<file path="config.mk">
export PLATFORM = sky130hd
export DESIGN_NAME = word_serializer
export DESIGN_NICKNAME = d
export VERILOG_FILES = /design/src/rtl/dcu_pkg.sv /design/src/rtl/ser_word_reg.sv /design/src/rtl/word_serializer.sv
export SDC_FILE = /design/constraint.sdc
export NUM_CORES = 1
export LEC_CHECK = 0
export ABC_AREA = 1
export BUFFER_PORTS_ARGS = -buffer_cell sky130_fd_sc_hd__buf_2
export CAP_MARGIN = 10
export CORE_ASPECT_RATIO = 0.9
export CORE_UTILIZATION = 48
export CTS_CLUSTER_DIAMETER = 40
export DETAILED_ROUTE_END_ITERATION = 8
export PLACE_DENSITY = 0.77
export SKIP_CTS_REPAIR_TIMING = 1
export SLEW_MARGIN = 10
export SYNTH_ARGS = -nofsm -noshare
export SYNTH_HDL_FRONTEND = slang
export SYNTH_HIERARCHICAL = 1
export SYNTH_SLANG_ARGS = --single-unit
</file>
<file path="constraint.sdc">
create_clock -name clk -period 2.97 [get_ports clk]
set_input_delay 0.1485 -clock clk [delete_from_list [all_inputs] [get_ports clk]]
set_output_delay 0.1485 -clock clk [all_outputs]
set_load 0.005 [all_outputs]
</file>
<file path="src/rtl/dcu_pkg.sv">
// Shared definitions for the data conversion units: serializer FSM state encoding.
package dcu_pkg;

  typedef enum logic [1:0] {
    IDLE  = 2'b00,
    WAITR = 2'b01,
    READY = 2'b10
  } ser_state_t;

endpackage

</file>
<file path="src/rtl/ser_word_reg.sv">
// Word holding register, bit index and bit select; load is single-cycle and wins over advance.
// Index returns to 0 after the last bit, so non-power-of-2 widths never expose unused indices.
module ser_word_reg #(
  parameter int WORD_W    = 8,
  parameter int MSB_FIRST = 0
) (
  input  logic              clk,
  input  logic              rst,
  input  logic              load,
  input  logic              adv,
  input  logic [WORD_W-1:0] word_in,
  output logic              bit_out,
  output logic              word_last
);

  localparam int               IDX_W    = $clog2(WORD_W);
  localparam logic [IDX_W-1:0] LAST_IDX = IDX_W'(WORD_W - 1);

  logic [WORD_W-1:0] word_q;
  logic [IDX_W-1:0]  idx_q;
  logic [IDX_W-1:0]  sel;

  always_ff @(posedge clk or posedge rst) begin
    if (rst) begin
      word_q <= '0;
      idx_q  <= '0;
    end else if (load) begin
      word_q <= word_in;
      idx_q  <= '0;
    end else if (adv) begin
      idx_q <= word_last ? '0 : idx_q + 1'b1;
    end
  end

  assign word_last = (idx_q == LAST_IDX);
  assign sel       = (MSB_FIRST != 0) ? (LAST_IDX - idx_q) : idx_q;
  assign bit_out   = word_q[sel];

endmodule

</file>
<file path="src/rtl/word_serializer.sv">
// Pops words from a first-word-fall-through FIFO and streams them one bit per transfer; first bit 2 cycles after enb.
// bit_ready=0 stalls with bit_out held; consecutive words reload on the last transfer with no bubble.
module word_serializer
  import dcu_pkg::*;
#(
  parameter int WORD_W    = 8,
  parameter int MSB_FIRST = 0
) (
  input  logic              clk,
  input  logic              rst,
  input  logic              enb,
  input  logic              fifo_rempty,
  input  logic [WORD_W-1:0] fifo_rdata,
  output logic              fifo_rinc,
  input  logic              bit_ready,
  output logic              bit_out,
  output logic              bit_valid,
  output logic              word_last,
  output logic              underrun
);

  ser_state_t state_q, state_d;
  logic       xfer;
  logic       last_xfer;

  assign xfer      = (state_q == READY) && bit_ready;
  assign last_xfer = xfer && word_last;

  always_ff @(posedge clk or posedge rst) begin
    if (rst) state_q <= IDLE;
    else     state_q <= state_d;
  end

  always_comb begin
    state_d = state_q;
    case (state_q)
      IDLE: begin
        if (enb) state_d = WAITR;
      end
      WAITR: begin
        if (!enb)             state_d = IDLE;
        else if (!fifo_rempty) state_d = READY;
      end
      READY: begin
        // A word in flight always finishes; enb is only sampled at its last bit.
        if (last_xfer) begin
          if (!enb)             state_d = IDLE;
          else if (fifo_rempty) state_d = WAITR;
        end
      end
      default: state_d = IDLE;
    endcase
  end

  always_comb begin
    fifo_rinc = 1'b0;
    bit_valid = 1'b0;
    case (state_q)
      WAITR: fifo_rinc = enb && !fifo_rempty;
      READY: begin
        bit_valid = 1'b1;
        fifo_rinc = last_xfer && enb && !fifo_rempty;
      end
      default: ;
    endcase
  end

  always_ff @(posedge clk or posedge rst) begin
    if (rst)                               underrun <= 1'b0;
    else if (last_xfer && enb && fifo_rempty) underrun <= 1'b1;
    else if (state_q == IDLE && !enb)       underrun <= 1'b0;
  end

  ser_word_reg #(
    .WORD_W    (WORD_W),
    .MSB_FIRST (MSB_FIRST)
  ) u_word_reg (
    .clk       (clk),
    .rst       (rst),
    .load      (fifo_rinc),
    .adv       (xfer),
    .word_in   (fifo_rdata),
    .bit_out   (bit_out),
    .word_last (word_last)
  );

endmodule

</file>
==> impl_metrics.ini, run 1 <==
[synth]
synthDistinctLibCells = 18
yosysSeqAreaShare_pct = 42.4
yosysWarnings = 6
synth_cells = 108
synth.avg_cell_area_um2 = 7.65
yosysTopAreaCell = dfrtp_1
netlist_top_cells_area = dfrtp_1 42%, nand2_1 15%, inv_1 9.5%
synth_area_um2 = 826
synth.top_cell.area_share_pct = 42.4
synth_seq_cells = 14
synth.net_count = 127

[detailed_routing]
ant_nets = 0
wirelength_um = 1640
remaining_drc_errors = 0
routedWlPerCell_um = 10.9
vias = 719
drtPass1Iterations = 4
routed_via_density = 4.76
drtIter0Drc = 15

[power]
ir_worst_vdd_mv = 0.371
comb_power_share_pct = 42.7
swShare_pct = 39.8
powerDensity_mw_per_mm2 = 799
clkPwrFrac_pct = 17.6
power.switching_mw = 0.310
power.internal_mw = 0.469
total_leakage_power_nw = 0.550
pwr-share-seq_pct = 39.7
total_power_mw = 0.779

[clocking]
root_buffer = clkbuf_4
clock_path_buffers = 2
clk_pin_slew_ns = 0.09
cts_sinks = 14
h-tree-depth = 1
cts_tree = yes
cts_buffers = 3
clkLatencyLatePin_ns = 0.28

[job]
drv_cap = 0

[global_route]
grt_pass1_wl_um = 2710
grt_overflow = 0
grt_pass1_vias = 613
grt_busiest_layer = met2
use_met1_pct = 27.6
use_met3_pct = 8.19
grt_max_degree = 20
grt.total_usage_pct = 21.0
grt_util_met2_pct = 34.3
antenna_found_initial = 0

[hold_path]
holdPathStages = 3
hp-class = input port to flop

[final_layout]
area_delta_synth_final_pct = 18.2
fin_cells = 151
fillCellCount = 147
drive_above_1_share_pct = 24.8
antenna_cells = 0
nets = 149

[setup_path]
critPathLaunchType = flop
reg2regPathDepth = 7
critical_path_class = flop to output pin
critical_path.max_fanout = 19
arrival_ns = 1.75
critPathCaptureType = output pin
crit_required_ns = 2.82

[place]
portBuffers = 17
place_inst = 146
globalplace.congestion = 0.874
hpwl_um = 1320

[timing]
grt_setup_unrepaired = no
finalMaxSlewViolations = 0
worstMarginPinSlew_ns = 0.435
fin_skew_ns = 0.00461
layout_min_cycle_time_ns = 1.90
finalSetupTns_ns = 0
period_share_pct = 63.9
setup_violations = 0
relSlewSlack_pct = 70.9
fmax_ghz = 0.527
hold_viol = 0

[floorplanning]
die_area_mm2 = 0.00189
die_h_um = 41.4
ios = 18
num_rows = 13
core-area_mm2 = 0.00153
start_util_pct = 54.0
die-width_um = 45.7

[status]
status = complete, no violations
worst paths after layout:
path	from	end	slack (ns)
max	u_word_reg/idx_q[0]	fifo_rinc	1.07
min	fifo_rdata[5]	u_word_reg/word_q[5]	0.07
max reg2reg	u_word_reg/idx_q[0]	u_word_reg/idx_q[1]	1.20
min reg2reg	underrun	underrun	0.50
max in group asynchronous	rst	u_word_reg/word_q[1]	2.25
min in group asynchronous	rst	state_q[1]	0.28
state kept, by name, indices dropped and copies added (netlist names):
register,cells
state_q,2
u_word_reg/idx_q,3
u_word_reg/word_q,8
underrun,1
worst max-delay path, cell delays in order, from the launching register on:
cell and delay, ns:
dfrtp_1 0.45, ha_1 0.23, ha_1 0.22, a21oi_2 0.19, nor2_1 0.06, buf_4 0.18
buf_2 0.14
cells in the mapped netlist:
master,number
ha_1,6
o21ai_2,3
buf_2,1
clkinv_2,1
nor2_1,1
dfrtp_1,14
inv_1,21
a21oi_2,1
or2_4,1
nor2_2,2
a21oi_1,1
nand3_1,11
o21ai_0,9
nand2_2,1
nand2_1,32
buf_6,1
inv_2,1
nor3_1,1
cell usage in the layout, fill, tap and decap left out, types with 2 or more instances in the layout:
cell and instances:
o21ai_0 9, nand2_1 32, nand3_1 11, dfrtp_1 14, inv_1 21, buf_2 17, clkbuf_4 3, nor2_2 2
ha_1 6, o21ai_2 3
power groups by stage:
| stage | combinational, mW | sequential, mW | clock (mW) |
|---|---|---|---|
| after floorplan | 0.254 | 0.297 | 0 |
| after global placement | 0.321 | 0.306 | 0 |
| after detailed placement | 0.330 | 0.313 | 0 |
| after CTS | 0.332 | 0.309 | 0.140 |
| after global routing | 0.391 | 0.318 | 0.148 |
| final | 0.333 | 0.310 | 0.137 |
metal layers:
metal  vias to the layer above  share of wire [%]
li1                        374                  -
met1                       320                 50
met2                        25                 42
met3                         0                8.0
met4                         0                  0
met5                         -                  0
layout make-up:
cell class / count / area, um^2 / area share (%)
timing repair buffer: 19 / 103 / 10.5
inverter: 23 / 87.6 / 8.97
multi-input combinational: 69 / 372 / 38.1
tap: 22 / 27.5 / 2.82
clock buffer: 4 / 36.3 / 3.72
sequential: 14 / 350 / 35.9
kinds of logic (layout without fill, tap and decap cells):
group / count (synthesis) / count (layout) / synth area share, %
AOI/OAI and AO/OA: 14 / 14 / 10.3
DFF: 14 / 14 / 42.4
and+or+nand+nor: 49 / 49 / 25.6
adders and majority gates: 6 / 6 / 9.09
buffers and inverters: 25 / 46 / 12.6
per-stage QoR:
step                      worst slack, ns  instance area [um^2]  utilization (%)  hold slack, ns
after global placement               1.27                   930             60.8          0.0255
after CTS                            1.06                   966             63.2          -0.275
final                                1.07                   976             63.8          0.0735
after global routing                0.962                   976             63.8          0.0847
after detailed placement             1.21                   930             60.8          0.0264
after floorplan                      1.33                   826                -         -0.0979
(Power assumes the default switching activity.)
==> run 2: changes to the inputs <==
CORE_UTILIZATION = 47   (was 48)
PLACE_DENSITY = 0.78   (was 0.77)
clock period = 1.5 ns   (was 2.97 ns; I/O delays follow)
==> impl_metrics.ini, run 2 (same netlist as run 1, synthesis figures left out) <==
[final_layout]
seqCellArea_um2 = 350
nets = 159
top_regs = u_word_reg/word_q (8), u_word_reg/idx_q (3), state_q (2)
largest_register_ffs = 8
final_cell_area_mm2 = 0.00113
fin_cells = 161
fillCellCount = 115
post-route-util_pct = 73.4
multi_input_area_um2 = 427
area_delta_synth_final_pct = 37.4
final_common_cell = nand2_1
drive_above_1_share_pct = 34.5
regMostFlops = u_word_reg/word_q
final_cell_mix = 32 x nand2_1, 19 x inv_1, 16 x buf_2
antenna_cells = 0

[detailed_routing]
routed_via_density = 4.45
drtPass1Iterations = 4
drtIter0Drc = 19
routedWlPerCell_um = 10.5
wirelength_um = 1690
ant_nets = 0
vias = 716
remaining_drc_errors = 0

[timing]
finalSetupTns_ns = -0.971
fin_skew_ns = 0.00275
finalMaxSlewViolations = 0
layout_min_cycle_time_ns = 1.61
grt_setup_unrepaired = yes
hold_viol = 0
fmax_ghz = 0.621
worstMarginPinSlew_ns = 0.412
period_share_pct = 107
setup_violations = 12
worst_slack_ns = -0.109
relSlewSlack_pct = 72.5

[place]
place_inst = 148
portBuffers = 17
pre_cts_ws_ns = 0.0395
hpwl_um = 1330
placed_cell_area_um2 = 982
globalplace.congestion = 0.804

[clocking]
h-tree-depth = 1
clkLatencyLatePin_ns = 0.27
clk_pin_slew_ns = 0.08
cts_buffers = 3
cts_sinks = 14
root_buffer = clkbuf_4
clock_path_buffers = 2
cts_tree = yes

[setup_path]
reg2regPathDepth = 8
rrSetupSlack_ns = -0.10
critPathLaunchType = flop
crit_required_ns = 1.42
critical_path.max_fanout = 4
critPathCaptureType = output pin
r2r-start = u_word_reg/idx_q[1]
critical_path_class = flop to output pin
r2r_end = u_word_reg/word_q[7]
arrival_ns = 1.53

[global_route]
grt_pass1_vias = 656
grt_max_degree = 18
grt_overflow = 0
antenna_found_initial = 0
grt.total_usage_pct = 20.1
grt_pass1_wl_um = 2790

[floorplanning]
ios = 18
core-area_mm2 = 0.00155
start_util_pct = 53.4
die_h_um = 41.8
die_area_mm2 = 0.00193
die-width_um = 46.2
num_rows = 13

[power]
total_leakage_power_nw = 0.604
ir_worst_vdd_mv = 0.921
powerDensity_mw_per_mm2 = 1540

[hold_path]
holdPathStages = 3
hp-class = input port to flop
hold_end = u_word_reg/word_q[2]
hold_start = fifo_rdata[2]

[job]
drv_cap = 0

[status]
status = complete, but fails checks
violations = negative setup slack
-- run 2: metrics by stage --
| step | hold slack (ns) | total power, mW |
|---|---|---|
| after CTS | -0.339 | 1.60 |
| final | 0.00968 | 1.75 |
| after detailed placement | -0.0389 | 1.32 |
| after global routing | 0.0158 | 1.93 |
| after global placement | -0.0506 | 1.29 |
| after floorplan | -0.171 | 1.10 |
-- run 2: metal layers --
metal / up-vias / share of wire (%) / wire, um / GRT usage (%)
li1: 391 / - / - / -
met1: 299 / 51 / 866 / 29.2
met2: 24 / 43 / 728 / 28.7
met3: 2 / 5.2 / 88 / 7.39
met4: 0 / 0.53 / 9 / 3.53
met5: - / 0 / 0 / 0
-- run 2: final cells by class --
cell class | count | area share (%)
Sequential cell | 14 | 30.9
Timing Repair Buffer | 29 | 17.8
Multi-Input combinational cell | 69 | 37.6
Inverter | 23 | 8.16
Tap cell | 22 | 2.43
Clock buffer | 4 | 3.20
-- run 2: worst max-delay path by stage --
stage / to / cells past startpoint / slack, ns / startpoint
finish: fifo_rinc / 6 / -0.11 / u_word_reg/idx_q[1]
global route: fifo_rinc / 6 / -0.18 / u_word_reg/idx_q[1]
CTS: fifo_rinc / 6 / -0.23 / state_q[0]
detailed placement: u_word_reg/idx_q[1] / 6 / 0.04 / u_word_reg/idx_q[1]
global placement: u_word_reg/idx_q[2] / 7 / 0.1 / state_q[0]
floorplan: u_word_reg/idx_q[0] / 7 / -0.009 / u_word_reg/idx_q[0]
-- run 2: where the power goes --
part	total (mW)	switching, mW	internal, mW	leakage [nW]
Sequential	0.594	0.0713	0.523	0.178
Combinational	0.890	0.486	0.404	0.405
Clock	0.261	0.114	0.147	0.0210
-- run 2: worst max-delay path, cell delays in order, from the launching register on --
cell and delay, ns:
dfrtp_1 0.42, ha_2 0.21, ha_4 0.17, a21oi_4 0.18, nor2_4 0.06, buf_12 0.12, buf_6 0.10
==> run 3: changes to the inputs <==
ABC_AREA = not set   (was 1)
CORE_UTILIZATION = 45   (was 47)
PLACE_DENSITY = 0.77   (was 0.78)
TNS_END_PERCENT = 1   (was not set)
==> impl_metrics.ini, run 3 <==
[status]
status = complete, but fails checks
violations = negative setup slack

[global_route]
grt_overflow = 0
use_met3_pct = 3.96
grt.total_usage_pct = 18.3
antenna_found_initial = 0
grt_util_met2_pct = 31.9
grt_busiest_layer = met2
grt_pass1_wl_um = 2220
grt_max_degree = 12
grt_pass1_vias = 521
use_met1_pct = 22.0

[clocking]
h-tree-depth = 1
cts_buffers = 3
cts_sinks = 14
clock_path_buffers = 2
root_buffer = clkbuf_4
clkLatencyLatePin_ns = 0.27
clk_pin_slew_ns = 0.08
cts_tree = yes

[final_layout]
drive_above_1_share_pct = 60.7
regMostFlops = u_word_reg/word_q
largest_register_ffs = 8
antenna_cells = 0
seqCellArea_um2 = 350
final_cell_mix = 16 x buf_2, 14 x dfrtp_1, 8 x mux2_4
final_common_cell = buf_2
area_delta_synth_final_pct = 47.0
multi_input_area_um2 = 472
top_regs = u_word_reg/word_q (8), u_word_reg/idx_q (3), state_q (2)
fillCellCount = 112
nets = 109
final_cell_area_mm2 = 0.00110

[synth]
yosysTopAreaCell = dfrtp_1
yosysWarnings = 6
netlist_top_cells_area = dfrtp_1 47%, mux2_2 14%, ha_1 10%
synth_cells = 57
synth.avg_cell_area_um2 = 13.2
synth_commonest_cells = 14 x dfrtp_1, 9 x mux2_2, 6 x ha_1, 5 x nor2_1, 4 x inv_1
async_flop_share_pct = 100
yosysSeqAreaShare_pct = 46.7
post-synth-top-count-cell = dfrtp_1
synth.net_count = 76
synth.top_cell.area_share_pct = 46.7
synth_seq_cells = 14
synthDistinctLibCells = 20
synth_area_um2 = 751
yosys_most_used_dff = dfrtp_1
synth_edf_count = 0

[detailed_routing]
routed_via_density = 5.08
ant_nets = 0
vias = 564
routedWlPerCell_um = 13.0
drtPass1Iterations = 4
wirelength_um = 1450
remaining_drc_errors = 0
drtIter0Drc = 8

[floorplanning]
core-area_mm2 = 0.00150
ios = 18
die_area_mm2 = 0.00184
die-width_um = 45.1
num_rows = 13
die_h_um = 40.8
start_util_pct = 50.2

[power]
ir_worst_vdd_mv = 0.961
powerDensity_mw_per_mm2 = 1600
total_leakage_power_nw = 0.541
total_power_mw = 1.76

[timing]
fmax_ghz = 0.576
worst_slack_ns = -0.237
grt_setup_unrepaired = yes
setup_violations = 14
period_share_pct = 116
worstMarginPinSlew_ns = 0.415
finalMaxSlewViolations = 0
fin_skew_ns = 0.00153
relSlewSlack_pct = 72.3
layout_min_cycle_time_ns = 1.74
hold_viol = 0

[job]
drv_cap = 0

[place]
placed_cell_area_mm2 = 0.00100
hpwl_um = 1170
portBuffers = 17
pre_cts_ws_ns = -0.242
globalplace.congestion = 0.709

[setup_path]
arrival_ns = 1.66
critPathCaptureType = output pin
reg2regPathDepth = 5
cpMaxStageDelayCell = dfrtp_1
critical_path.max_fanout = 6
max_stage_delay_ns = 0.41
critical_path_class = flop to output pin
crit_buf_inv = 5
critPathLaunchType = flop
crit_path_frequent_cell = buf_6
path_cells = inv_2 > ha_4 > buf_6 > a211oi_4 > buf_6 > buf_6 > buf_6
critPathTopFamily = buffers and inverters
crit_cells = 7
crit_required_ns = 1.42

[hold_path]
holdPathStages = 2
hp-class = input port to flop
[run 3: cell count changes after synthesis, sizes merged, moves of 2 or more]
cell	change
o21ai	-12
nand3	-11
mux2i	+3
nor2	+2
nand2	-31
mux2	+11
mux4	+2
inv	-18
[run 3: where the power goes]
| group | internal [mW] | total, mW | switching [mW] |
|---|---|---|---|
| logic | 0.548 | 0.853 | 0.305 |
| clock network | 0.147 | 0.264 | 0.117 |
| registers | 0.529 | 0.646 | 0.117 |
[run 3: routing by layer]
metal | part of all wire (%) | up-vias
met4 | 0.76 | 0
li1 | - | 265
met2 | 50 | 13
met5 | 0 | -
met1 | 46 | 284
met3 | 3.6 | 2
[run 3: cell families (layout without fill, tap and decap cells)]
family	Yosys count	after routing	synth area share (%)
buffers and inverters	5	37	2.67
flip-flops	14	14	46.7
XOR/XNOR	1	1	1.17
multiplexers	16	16	28.0
AND/OR/NAND/NOR	11	11	7.00
AO/OA/AOI/OAI	4	4	4.50
adder cells (fa/ha/maj)	6	6	10.0
[run 3: through the flow]
step	hold slack, ns	TNS (ns)	instances	utilization (%)
detailed placement	-0.0466	-2.16	103	67.1
global route	0.0145	-3.32	111	73.7
CTS	-0.343	-3.00	107	69.5
global placement	-0.0435	-2.03	103	67.1
finish	0.0295	-2.49	111	73.7
floorplan	-0.171	-1.45	57	-
[run 3: layout make-up]
cell class | instances | area share (%)
tap | 22 | 2.49
multi-input combinational | 38 | 42.7
timing repair buffer | 29 | 18.4
clock buffer | 4 | 3.29
sequential | 14 | 31.7
inverter | 4 | 1.36
[run 3: final timing paths]
check                                          start  slack [ns]                    to
worst max-delay path                      state_q[0]       -0.24             fifo_rinc
worst min-delay path                   fifo_rdata[0]        0.03  u_word_reg/word_q[0]
worst max register to register            state_q[1]       -0.24            state_q[0]
worst min register to register  u_word_reg/word_q[1]        0.52  u_word_reg/word_q[1]
max in group asynchronous                        rst        0.88   u_word_reg/idx_q[1]
min in group asynchronous                        rst        0.21              underrun
[run 3: worst reg2reg max path, delay by kind of cell, from the launching register on]
family	cells	cell delay, ns
buffers and inverters	1	0.08
flip-flops	1	0.43
multiplexers	2	0.61
adder cells (fa/ha/maj)	1	0.20
AO/OA/AOI/OAI	1	0.30
